File: src/rtl/uart_rx_core_p_if.sv
`default_nettype none
// ============================================================================
// Module   : uart_rx_core_p_if
// Brief    : Configuration, FIFO-control and status bundle of uart_rx_core_p.
// Revision : 1.0 - initial release
// ============================================================================
interface uart_rx_core_p_if #(
   parameter int FIFO_DEPTH = 16,
   parameter int DIV_W      = 16
);
   localparam int CNT_W = $clog2(FIFO_DEPTH) + 1;

   logic             rx_in;
   logic [DIV_W-1:0] baud_div;
   logic [3:0]       data_bits;
   logic [1:0]       parity_mode;
   logic             stop_bits;
   logic             lsb_first;
   logic             rx_data_read;
   logic             error_clear;
   logic             fifo_clear;

   logic [8:0]       rx_data;
   logic             rx_data_valid;
   logic             frame_active;
   logic             fifo_full;
   logic             fifo_empty;
   logic             fifo_almost_full;
   logic [CNT_W-1:0] fifo_count;
   logic             framing_error;
   logic             parity_error;
   logic             break_detect;
   logic             overflow_error;
   logic             timeout_detect;
   logic             error_detected;

   modport master (
      output rx_in, baud_div, data_bits, parity_mode, stop_bits, lsb_first,
             rx_data_read, error_clear, fifo_clear,
      input  rx_data, rx_data_valid, frame_active, fifo_full, fifo_empty,
             fifo_almost_full, fifo_count, framing_error, parity_error,
             break_detect, overflow_error, timeout_detect, error_detected
   );

   modport slave (
      input  rx_in, baud_div, data_bits, parity_mode, stop_bits, lsb_first,
             rx_data_read, error_clear, fifo_clear,
      output rx_data, rx_data_valid, frame_active, fifo_full, fifo_empty,
             fifo_almost_full, fifo_count, framing_error, parity_error,
             break_detect, overflow_error, timeout_detect, error_detected
   );
endinterface
`default_nettype wire

File: src/rtl/uart_rx_core_p.sv
`default_nettype none
// ============================================================================
// Module   : uart_rx_core_p
// Brief    : Oversampling UART receiver (3-sample majority vote) with runtime
//            frame format and FWFT receive FIFO; optional idle timeout when
//            UART_RX_TIMEOUT_EN is defined.
// Revision : 1.0 - initial release
// ============================================================================
module uart_rx_core_p #(
   parameter int FIFO_DEPTH   = 16,
   parameter int OVERSAMPLE   = 16,
   parameter int DIV_W        = 16,
   parameter int TIMEOUT_BITS = 40
) (
   input  wire             clk,
   input  wire             rst_n,
   uart_rx_core_p_if.slave bus
);
   localparam int AW    = $clog2(FIFO_DEPTH);
   localparam int CNT_W = AW + 1;
   localparam int OS_W  = $clog2(OVERSAMPLE);
   localparam int MID   = OVERSAMPLE / 2;
   localparam logic [OS_W-1:0] OS_S0   = OS_W'(MID - 1);
   localparam logic [OS_W-1:0] OS_S1   = OS_W'(MID);
   localparam logic [OS_W-1:0] OS_VOTE = OS_W'(MID + 1);
   localparam logic [OS_W-1:0] OS_LAST = OS_W'(OVERSAMPLE - 1);

   if (FIFO_DEPTH < 4 || (FIFO_DEPTH & (FIFO_DEPTH - 1)) != 0 ||
       OVERSAMPLE < 8 || (OVERSAMPLE % 2) != 0 || TIMEOUT_BITS < 1) begin : g_param_check
      $error("uart_rx_core_p: illegal parameter set");
   end

   typedef enum logic [2:0] {
      ST_IDLE   = 3'd0,
      ST_START  = 3'd1,
      ST_DATA   = 3'd2,
      ST_PARITY = 3'd3,
      ST_STOP1  = 3'd4,
      ST_STOP2  = 3'd5
   } state_t;

   state_t           state_q, state_d;
   logic [1:0]       sync_q;
   logic [DIV_W-1:0] div_q;
   logic [OS_W-1:0]  os_q;
   logic             s0_q, s1_q;
   logic [3:0]       nbits_q;
   logic [1:0]       pmode_q;
   logic             two_stop_q, lsb_q;
   logic [3:0]       bit_cnt_q, bit_cnt_d;
   logic [8:0]       shreg_q, shreg_d;
   logic             par_q, par_d;
   logic             fe1_q, fe1_d;
   logic             wait_high_q, wait_high_d;
   logic             fe_q, pe_q, bk_q, ov_q;
   logic [8:0]       mem_q [FIFO_DEPTH];
   logic [AW:0]      wr_q, rd_q;

   logic             rx_s, start_det, tick, vote, bit_end, maj;
   logic [3:0]       eff_bits;
   logic [8:0]       data_al;
   logic             data_x, par_bad, is_break;
   logic             push, set_fe, set_pe, set_bk;
   logic [CNT_W-1:0] count;
   logic             empty, full, pop, wr_en, drop;

   assign rx_s      = sync_q[1];
   assign start_det = (state_q == ST_IDLE) && !wait_high_q && !rx_s;
   assign tick      = (div_q == '0);
   assign vote      = tick && (os_q == OS_VOTE);
   assign bit_end   = tick && (os_q == OS_LAST);
   assign maj       = (s0_q & s1_q) | (s0_q & rx_s) | (s1_q & rx_s);

   always_comb begin
      eff_bits = bus.data_bits;
      if (bus.data_bits < 4'd5)      eff_bits = 4'd5;
      else if (bus.data_bits > 4'd9) eff_bits = 4'd9;
   end

   // LSB-first words enter at bit 8, so they sit (9 - n) places too high.
   assign data_al  = lsb_q ? (shreg_q >> (4'd9 - nbits_q)) : shreg_q;
   assign data_x   = ^data_al;
   assign is_break = (data_al == 9'd0) && ((pmode_q == 2'd0) || !par_q);

   always_comb begin
      par_bad = 1'b0;
      case (pmode_q)
         2'd1:    par_bad = ~(data_x ^ par_q);
         2'd2:    par_bad = data_x ^ par_q;
         2'd3:    par_bad = ~par_q;
         default: par_bad = 1'b0;
      endcase
   end

   always_ff @(posedge clk or negedge rst_n) begin
      if (!rst_n) begin
         sync_q     <= 2'b11;
         div_q      <= '0;
         os_q       <= '0;
         s0_q       <= 1'b1;
         s1_q       <= 1'b1;
         nbits_q    <= 4'd8;
         pmode_q    <= 2'd0;
         two_stop_q <= 1'b0;
         lsb_q      <= 1'b1;
      end else begin
         sync_q <= {sync_q[0], bus.rx_in};
         if (start_det) begin
            div_q      <= bus.baud_div;
            os_q       <= '0;
            nbits_q    <= eff_bits;
            pmode_q    <= bus.parity_mode;
            two_stop_q <= bus.stop_bits;
            lsb_q      <= bus.lsb_first;
         end else if (tick) begin
            div_q <= bus.baud_div;
            os_q  <= (os_q == OS_LAST) ? '0 : os_q + 1'b1;
         end else begin
            div_q <= div_q - 1'b1;
         end
         if (tick && os_q == OS_S0) s0_q <= rx_s;
         if (tick && os_q == OS_S1) s1_q <= rx_s;
      end
   end

   always_ff @(posedge clk or negedge rst_n) begin
      if (!rst_n) begin
         state_q     <= ST_IDLE;
         bit_cnt_q   <= 4'd0;
         shreg_q     <= 9'd0;
         par_q       <= 1'b0;
         fe1_q       <= 1'b0;
         wait_high_q <= 1'b0;
      end else begin
         state_q     <= state_d;
         bit_cnt_q   <= bit_cnt_d;
         shreg_q     <= shreg_d;
         par_q       <= par_d;
         fe1_q       <= fe1_d;
         wait_high_q <= wait_high_d;
      end
   end

   always_comb begin
      state_d     = state_q;
      bit_cnt_d   = bit_cnt_q;
      shreg_d     = shreg_q;
      par_d       = par_q;
      fe1_d       = fe1_q;
      wait_high_d = wait_high_q && !rx_s;
      push        = 1'b0;
      set_fe      = 1'b0;
      set_pe      = 1'b0;
      set_bk      = 1'b0;
      case (state_q)
         ST_IDLE: begin
            if (start_det) begin
               state_d   = ST_START;
               bit_cnt_d = 4'd0;
               shreg_d   = 9'd0;
               par_d     = 1'b0;
               fe1_d     = 1'b0;
            end
         end
         ST_START: begin
            if (vote && maj)  state_d = ST_IDLE;
            else if (bit_end) state_d = ST_DATA;
         end
         ST_DATA: begin
            if (vote) shreg_d = lsb_q ? {maj, shreg_q[8:1]} : {shreg_q[7:0], maj};
            if (bit_end) begin
               if (bit_cnt_q == nbits_q - 4'd1)
                  state_d = (pmode_q == 2'd0) ? ST_STOP1 : ST_PARITY;
               else
                  bit_cnt_d = bit_cnt_q + 4'd1;
            end
         end
         ST_PARITY: begin
            if (vote)    par_d   = maj;
            if (bit_end) state_d = ST_STOP1;
         end
         ST_STOP1: begin
            if (vote) begin
               if (is_break && !maj) begin
                  set_bk      = 1'b1;
                  wait_high_d = 1'b1;
                  state_d     = ST_IDLE;
               end else if (two_stop_q) begin
                  fe1_d = !maj;
               end else begin
                  push    = 1'b1;
                  set_fe  = !maj;
                  set_pe  = par_bad;
                  state_d = ST_IDLE;
               end
            end else if (bit_end && two_stop_q) begin
               state_d = ST_STOP2;
            end
         end
         ST_STOP2: begin
            if (vote) begin
               push    = 1'b1;
               set_fe  = fe1_q || !maj;
               set_pe  = par_bad;
               state_d = ST_IDLE;
            end
         end
         default: state_d = ST_IDLE;
      endcase
   end

   // A push against a full FIFO survives only if a pop frees a slot in the same cycle.
   assign count = wr_q - rd_q;
   assign empty = (count == '0);
   assign full  = (count == CNT_W'(FIFO_DEPTH));
   assign pop   = bus.rx_data_read && !empty;
   assign wr_en = push && (!full || pop);
   assign drop  = push && full && !pop;

   always_ff @(posedge clk or negedge rst_n) begin
      if (!rst_n) begin
         wr_q <= '0;
         rd_q <= '0;
      end else if (bus.fifo_clear) begin
         wr_q <= '0;
         rd_q <= '0;
      end else begin
         if (wr_en) wr_q <= wr_q + 1'b1;
         if (pop)   rd_q <= rd_q + 1'b1;
      end
   end

   always_ff @(posedge clk) begin
      if (wr_en && !bus.fifo_clear) mem_q[wr_q[AW-1:0]] <= data_al;
   end

   always_ff @(posedge clk or negedge rst_n) begin
      if (!rst_n) begin
         fe_q <= 1'b0;
         pe_q <= 1'b0;
         bk_q <= 1'b0;
         ov_q <= 1'b0;
      end else begin
         fe_q <= set_fe | (fe_q & !bus.error_clear);
         pe_q <= set_pe | (pe_q & !bus.error_clear);
         bk_q <= set_bk | (bk_q & !bus.error_clear);
         ov_q <= (drop && !bus.fifo_clear) | (ov_q & !bus.error_clear);
      end
   end

`ifdef UART_RX_TIMEOUT_EN
   localparam int TB_W = $clog2(TIMEOUT_BITS + 1);
   logic [OS_W-1:0] to_tick_q;
   logic [TB_W-1:0] to_bits_q;
   logic            to_q;
   logic            to_rst, to_run, to_hit;

   assign to_rst = start_det || bus.rx_data_read || bus.fifo_clear || empty;
   assign to_run = !to_rst && (state_q == ST_IDLE) && tick &&
                   (to_bits_q != TB_W'(TIMEOUT_BITS));
   assign to_hit = to_run && (to_tick_q == OS_LAST) &&
                   (to_bits_q == TB_W'(TIMEOUT_BITS - 1));

   always_ff @(posedge clk or negedge rst_n) begin
      if (!rst_n) begin
         to_tick_q <= '0;
         to_bits_q <= '0;
         to_q      <= 1'b0;
      end else begin
         if (to_rst) begin
            to_tick_q <= '0;
            to_bits_q <= '0;
         end else if (to_run) begin
            if (to_tick_q == OS_LAST) begin
               to_tick_q <= '0;
               to_bits_q <= to_bits_q + 1'b1;
            end else begin
               to_tick_q <= to_tick_q + 1'b1;
            end
         end
         to_q <= to_hit | (to_q & !(bus.error_clear || (pop && count == CNT_W'(1))));
      end
   end

   assign bus.timeout_detect = to_q;
`else
   assign bus.timeout_detect = 1'b0;
`endif

   assign bus.rx_data          = empty ? 9'd0 : mem_q[rd_q[AW-1:0]];
   assign bus.rx_data_valid    = !empty;
   assign bus.frame_active     = (state_q != ST_IDLE);
   assign bus.fifo_full        = full;
   assign bus.fifo_empty       = empty;
   assign bus.fifo_almost_full = (count >= CNT_W'(FIFO_DEPTH - 2));
   assign bus.fifo_count       = count;
   assign bus.framing_error    = fe_q;
   assign bus.parity_error     = pe_q;
   assign bus.break_detect     = bk_q;
   assign bus.overflow_error   = ov_q;
   assign bus.error_detected   = fe_q | pe_q | bk_q | ov_q;
endmodule
`default_nettype wire

File: src/flat_wrapper.sv
// flat-port wrapper written by rule: the top's interface ports become plain ports
module uart_rx_core_p_flat 
#(
   parameter int FIFO_DEPTH   = 16,
   parameter int OVERSAMPLE   = 16,
   parameter int DIV_W        = 16,
   parameter int TIMEOUT_BITS = 40
)
  (clk, rst_n, bus_rx_in, bus_baud_div, bus_data_bits, bus_parity_mode, bus_stop_bits, bus_lsb_first, bus_rx_data_read, bus_error_clear, bus_fifo_clear, bus_rx_data, bus_rx_data_valid, bus_frame_active, bus_fifo_full, bus_fifo_empty, bus_fifo_almost_full, bus_fifo_count, bus_framing_error, bus_parity_error, bus_break_detect, bus_overflow_error, bus_timeout_detect, bus_error_detected);
  uart_rx_core_p_if #(.FIFO_DEPTH(FIFO_DEPTH), .DIV_W(DIV_W)) bus_i ();
  input  wire clk;
  input  wire rst_n;
  input wire logic [$bits(bus_i.rx_in)-1:0] bus_rx_in;
  input wire logic [$bits(bus_i.baud_div)-1:0] bus_baud_div;
  input wire logic [$bits(bus_i.data_bits)-1:0] bus_data_bits;
  input wire logic [$bits(bus_i.parity_mode)-1:0] bus_parity_mode;
  input wire logic [$bits(bus_i.stop_bits)-1:0] bus_stop_bits;
  input wire logic [$bits(bus_i.lsb_first)-1:0] bus_lsb_first;
  input wire logic [$bits(bus_i.rx_data_read)-1:0] bus_rx_data_read;
  input wire logic [$bits(bus_i.error_clear)-1:0] bus_error_clear;
  input wire logic [$bits(bus_i.fifo_clear)-1:0] bus_fifo_clear;
  output wire logic [$bits(bus_i.rx_data)-1:0] bus_rx_data;
  output wire logic [$bits(bus_i.rx_data_valid)-1:0] bus_rx_data_valid;
  output wire logic [$bits(bus_i.frame_active)-1:0] bus_frame_active;
  output wire logic [$bits(bus_i.fifo_full)-1:0] bus_fifo_full;
  output wire logic [$bits(bus_i.fifo_empty)-1:0] bus_fifo_empty;
  output wire logic [$bits(bus_i.fifo_almost_full)-1:0] bus_fifo_almost_full;
  output wire logic [$bits(bus_i.fifo_count)-1:0] bus_fifo_count;
  output wire logic [$bits(bus_i.framing_error)-1:0] bus_framing_error;
  output wire logic [$bits(bus_i.parity_error)-1:0] bus_parity_error;
  output wire logic [$bits(bus_i.break_detect)-1:0] bus_break_detect;
  output wire logic [$bits(bus_i.overflow_error)-1:0] bus_overflow_error;
  output wire logic [$bits(bus_i.timeout_detect)-1:0] bus_timeout_detect;
  output wire logic [$bits(bus_i.error_detected)-1:0] bus_error_detected;
  assign bus_i.rx_in = bus_rx_in;
  assign bus_i.baud_div = bus_baud_div;
  assign bus_i.data_bits = bus_data_bits;
  assign bus_i.parity_mode = bus_parity_mode;
  assign bus_i.stop_bits = bus_stop_bits;
  assign bus_i.lsb_first = bus_lsb_first;
  assign bus_i.rx_data_read = bus_rx_data_read;
  assign bus_i.error_clear = bus_error_clear;
  assign bus_i.fifo_clear = bus_fifo_clear;
  assign bus_rx_data = bus_i.rx_data;
  assign bus_rx_data_valid = bus_i.rx_data_valid;
  assign bus_frame_active = bus_i.frame_active;
  assign bus_fifo_full = bus_i.fifo_full;
  assign bus_fifo_empty = bus_i.fifo_empty;
  assign bus_fifo_almost_full = bus_i.fifo_almost_full;
  assign bus_fifo_count = bus_i.fifo_count;
  assign bus_framing_error = bus_i.framing_error;
  assign bus_parity_error = bus_i.parity_error;
  assign bus_break_detect = bus_i.break_detect;
  assign bus_overflow_error = bus_i.overflow_error;
  assign bus_timeout_detect = bus_i.timeout_detect;
  assign bus_error_detected = bus_i.error_detected;
  uart_rx_core_p #(.FIFO_DEPTH(FIFO_DEPTH), .OVERSAMPLE(OVERSAMPLE), .DIV_W(DIV_W), .TIMEOUT_BITS(TIMEOUT_BITS)) u_core (.clk(clk), .rst_n(rst_n), .bus(bus_i));
endmodule
File: config.mk
export PLATFORM = sky130hd
export DESIGN_NAME = uart_rx_core_p_flat
export DESIGN_NICKNAME = d
export VERILOG_FILES = /design/src/rtl/uart_rx_core_p_if.sv /design/src/rtl/uart_rx_core_p.sv /design/src/flat_wrapper.sv
export SDC_FILE = /design/constraint.sdc
export NUM_CORES = 1
export LEC_CHECK = 0
export BUFFER_PORTS_ARGS = -buffer_cell sky130_fd_sc_hd__buf_2
export CAP_MARGIN = 20
export CORE_ASPECT_RATIO = 0.7
export CORE_UTILIZATION = 41
export CTS_CLUSTER_SIZE = 28
export DETAILED_ROUTE_END_ITERATION = 12
export PLACE_DENSITY_LB_ADDON = 0.2
export SLEW_MARGIN = 20
export SYNTH_ARGS = -nofsm -noshare
export SYNTH_HDL_FRONTEND = slang
export SYNTH_SLANG_ARGS = --single-unit
File: constraint.sdc
create_clock -name clk -period 4.4 [get_ports clk]
set_input_delay 0.44 -clock clk [delete_from_list [all_inputs] [get_ports clk]]
set_output_delay 0.44 -clock clk [all_outputs]
set_load 0.005 [all_outputs]
# == Word-level counts from Yosys, hierarchy flattened ==
# Memories as Yosys holds them, arrays and structs flattened.
# Index checks and enable logic that the tools add are counted.
# totals
out_inout_bits,25
ramBits,144
input_bits,30
wordCells,193
regBits,65
mem_count,1
# op_classes
n_addsub,8
eq_ne,28
n_mux,65
n_reduce_logical,47
n_bitwise,19
shifts,1
order_cmp,3
# memory_table
memory,depth,width,read_ports,rd_clocked_by_memory_dff,wr,line,source
u_core.mem_q,16,9,1,0,1,uart_rx_core_p.sv:56,logic [8:0] mem_q [FIFO_DEPTH];
# ops
operator,n
$mux 9,5
$mux 3,12
$mux 16,2
$mux 4,8
$mux 1,25
$mux 5,4
$ne 2x1->1 const B,9
$pmux 3 s6,1
$pmux 9 s2,1
$logic_and 1x1->1,17
$logic_not 16->1,1
$sub 16x1->16 const B,1
$eq 4x4->1 const B,3
$reduce_bool 2->1,6
$add 5x1->5 const B,2
$pmux 1 s2,5
$logic_not 1->1,9
$logic_not 9->1,1
$or 1x1->1,9
$reduce_xor 9->1,1
$shr 9x4->9,1
$add 4x1->4 const B,2
$pmux 4 s2,1
$reduce_and 8->1,1
other kinds (29),44

# == Longest topological paths before layout ==
# depth
word_depth,13
ltp_mapped,15
depth_no_buf,14

# == Worst setup path after synthesis ==
# Ideal clock, no wire load.
# synth_timing
path_type,register to register
from,reg u_core.nbits_q[1]
to,"mem u_core.mem_q[15][0], enable pin"
setup_ps,399
path_stages_with_launch,15
required_ps,4001
synth_period_minus_slack_ps,4483
path_buffers,2
arrival_time_ps,4084
slack_ps,-83
cell_sequence,dfrtp_1 -> clkbuf_1 -> inv_1 -> ha_1 -> clkbuf_1 -> nand2_1 -> o22a_1 -> o22ai_1 -> inv_1 -> ha_1 -> nand4_1 -> nor3_4 -> a21oi_1 -> o2111ai_1 -> nor4_1
# synth_between
elab_chain_cells,13
# synth_lines
item,line,source
"start, declared",uart_rx_core_p.sv:47,logic [3:0] nbits_q;
"start signal, assigned",uart_rx_core_p.sv:111,nbits_q <= eff_bits;
$sub 4x4->4,uart_rx_core_p.sv:81,assign data_al = lsb_q ? (shreg_q >> (4'd9 - nbits_q)) : shreg_q;
$shr 9x4->9,uart_rx_core_p.sv:81,
$mux 9,uart_rx_core_p.sv:81,
named net u_core.data_al[3],uart_rx_core_p.sv:61,logic [8:0] data_al;
$logic_not 9->1,uart_rx_core_p.sv:83,assign is_break = (data_al == 9'd0) && ((pmode_q == 2'd0) || !par_q);
$logic_and 1x1->1,uart_rx_core_p.sv:83,
$logic_and 1x1->1,uart_rx_core_p.sv:184,if (is_break && !maj) begin
$mux 1,uart_rx_core_p.sv:184,
$mux 1,uart_rx_core_p.sv:183,if (vote) begin
$pmux 1 s2,uart_rx_core_p.sv:155,case (state_q)
$logic_and 1x1->1,uart_rx_core_p.sv:217,assign wr_en = push && (!full || pop);
$logic_and 1x1->1,uart_rx_core_p.sv:234,if (wr_en && !bus.fifo_clear) mem_q[wr_q[AW-1:0]] <= data_al;
$mux 1,uart_rx_core_p.sv:234,
$mux 1 (not written as such),uart_rx_core_p.sv:234,
"end, declared",uart_rx_core_p.sv:56,
# The timed path passes the listed nets, and every way through them passes these cells.

# == Worst setup path in the final report ==
# layout_timing
from,reg u_core.wr_q[0]
to,"mem u_core.mem_q[0][8], enable pin"
# layout_between
elab_chain_cells,9
elab_cells_between_ends,11
cone_classes,add/sub: 1; eq/ne: 1; mux: 2; reduce/logical: 7
# layout_lines
item,line,source
"start, declared",uart_rx_core_p.sv:57,"logic [AW:0] wr_q, rd_q;"
"start signal, assigned",uart_rx_core_p.sv:228,if (wr_en) wr_q <= wr_q + 1'b1;
$sub 5x5->5,uart_rx_core_p.sv:213,assign count = wr_q - rd_q;
$logic_not 5->1,uart_rx_core_p.sv:214,assign empty = (count == '0);
$logic_not 1->1,uart_rx_core_p.sv:216,assign pop = bus.rx_data_read && !empty;
$logic_and 1x1->1,uart_rx_core_p.sv:216,
$logic_or 1x1->1,uart_rx_core_p.sv:217,
$logic_and 1x1->1,uart_rx_core_p.sv:217,
$logic_and 1x1->1,uart_rx_core_p.sv:234,
$mux 1,uart_rx_core_p.sv:234,
$mux 1 (not written as such),uart_rx_core_p.sv:234,
# Parallel ways exist; a longest one is shown, timed or not.

==> impl_metrics.toml <==
[placed_design]
port_buffers = 53
gp_congestion = 0.821
placed_area_sq_um = 10600
hpwl_um = 16000

[routing]
drt_iter0_drc = 459
wl_per_cell_um = 20.1
dr.pass1.iters = 5
vias_per_cell = 5.48
ant_nets = 0
drc_errors = 0
via_count = 6165
routed_wl_um = 22700

[synthesis]
synth_edf_count = 144
syn_inst = 731
yosysUniqueCellTypes = 66
yosysWarningCount = 0
synth_area_per_cell_sq_um = 13.6
synth_nets = 782
ys_seq_elements = 209
syn_area_sq_um = 9910
async_flop_share = 0.311
synth_top_flop_cell = "edfxtp_1"
synth_seq_area_share = 0.601

[clock_tree]
cts_tree = "yes"
cts_root_buf = "clkbuf_16"
cts_buffers = 21
cts_setup_buffers = 0
clk_path_buf_depth = 3
cts-htree-levels = 1
clock-sinks = 209
clkLatencyLatePin_ns = 0.49
clk_pin_slew_ns = 0.06
cts_resized = 0
hold_buffers = 1

[grt]
grt_pass1_vias = 6139
grt_antenna_before_repair = 0
grt_max_degree = 56
grt_overflow = 0
track_usage = 0.188
grt_first_pass_wirelength_um = 35800

[cells_and_area]
fillCellCount = 2081
area_delta_synth_final_pct = 13.3
num_antenna_cells = 0
nets = 845
drive_gt1_frac = 0.218
final_core_util = 0.474
layout_commonest_cell = "edfxtp_1"
final_cell_mix = "144 x edfxtp_1, 62 x nand2_1, 58 x dfrtp_1"
finish.instance_area_sq_um = 11200

[power_and_ir_drop]
irDropWorstVdd_uv = 275
pwr-share-clk = 0.354
p_per_area_nw_per_um2 = 430
switching_share = 0.270
seq_power_share = 0.466
p_sw_mw = 1.30
intPower_mw = 3.52
comb_power_share = 0.180
cellLeakagePower_nw = 4.04

[sta]
hold_viol_final = 0
period_minus_slack_ns = 4.03
setup-violations-final = 0
grt_setup_unrepaired = "false"
fin_crit_sh = 0.917
skew_ns = 0.0101
slew_headroom = 0.472
finalMaxSlewViolations = 0
fmax_ghz = 0.248
worstMarginPinSlew_ns = 0.792

[setup_path]
crit_fanout = 9
critPathMaxStageDelay_ns = 0.57
cp.required_ns = 4.54
crit_family = "simple AND/OR/NAND/NOR gates"
criticalPathCategory = "register to register"
path_buf_inv = 2
worstPathArrival_ns = 4.17
crit_slowest_cell = "nor4_1"
crit_chain = "inv_1, ha_1, inv_1, fa_1, xor2_1, and4b_1, o2111ai_1, o2111ai_1, nor4_1, and2_1"
cp-start-kind = "register"
cp-end-kind = "register"

[die]
coreArea_sq_um = 23700
die_h_um = 132
start_util = 0.418
chipWidth_um = 188
row_count = 47
dieArea_sq_um = 24800
io_pins = 55

[flow_run]
cap_violations = 0

[worst_hold_path]
hp-class = "primary input to register"

[outcome]
status = "completed"
==> flip-flops by register name, indices dropped and copies added, names as in the netlist, 3 cells and up <==
signal / flops
u_core.state_q: 3
u_core.os_q: 4
u_core.mem_q: 144
u_core.bit_cnt_q: 4
u_core.rd_q: 5
u_core.shreg_q: 9
u_core.wr_q: 5
u_core.nbits_q: 4
u_core.div_q: 16
==> per-layer routing <==
metal	part of all wire	routed length [um]	GRT usage	up-vias
met1	0.50	11300	0.299	3087
li1	-	-	-	2868
met5	0	0	0	-
met4	0.011	251	0.0330	0
met3	0.069	1570	0.0394	25
met2	0.42	9530	0.266	185
==> logic make-up (layout without fill, tap and decap cells) <==
group,after synthesis,in the layout,synth area share
adders and majority gates,22,22,0.0284
DFF,209,209,0.601
AOI/OAI and AO/OA,116,116,0.0730
other,1,1,0.000378
buffers and inverters,63,140,0.0264
xor gates and xnor gates,33,33,0.0292
muxes,67,67,0.126
and+or+nand+nor,220,220,0.116
==> path summary, 6_finish.rpt <==
path	depth (start not counted)	startpoint	endpoint	slack, ns
worst max-delay path	10	u_core.wr_q[0]	u_core.mem_q[0][8]	0.37
worst min-delay path	1	bus_rx_in	u_core.sync_q[0]	0.04
worst max register to register	10	u_core.wr_q[0]	u_core.mem_q[0][8]	0.37
worst min register to register	0	u_core.sync_q[0]	u_core.sync_q[1]	0.36
max in group asynchronous	3	rst_n	u_core.shreg_q[4]	3.03
min in group asynchronous	2	rst_n	u_core.div_q[5]	0.35
==> power by group through the flow <==
stage	clock network [mW]	logic, mW	registers, mW
finish	1.71	0.866	2.25
CTS	1.75	0.883	2.25
floorplan	0	0.594	2.26
global placement	0	0.863	2.28
global route	1.82	0.957	2.26
detailed placement	0	0.878	2.28
==> synthesized netlist by cell type (all sizes together) (18+ instances only) <==
cell type,instances,share of area
o21ai,20,0.010
a21oi,50,0.025
and2,23,0.015
edfxtp,144,0.44
xnor2,20,0.018
nand2,62,0.023
nor2,52,0.020
inv,36,0.014
nor3,19,0.011
clkbuf,18,0.0068
mux4,45,0.10
ha,20,0.025
dfrtp,59,0.15
==> metrics by stage <==
step                setup TNS [ns]  total power, mW  cells  hold WS, ns  setup WS, ns
finish                           0             4.82   1126       0.0420         0.366
global placement                 0             3.14   1088        0.319         0.576
detailed placement               0             3.16   1088        0.324         0.442
global route                     0             5.04   1126       0.0217        0.0741
CTS                              0             4.88   1126       0.0224         0.425
floorplan                    -1.49             2.86    731        0.144       -0.0829
==> area by class of cell <==
cell class,count,area (sq um),area share
flip-flops and latches,209,5960,0.531
multi-input cells,459,3710,0.331
clock buffers,28,573,0.0511
well taps,318,398,0.0354
repair buffers,67,373,0.0332
inverters,36,135,0.0120
clock inverters,9,76.3,0.00680
Power figures use the tool's default switching activity.
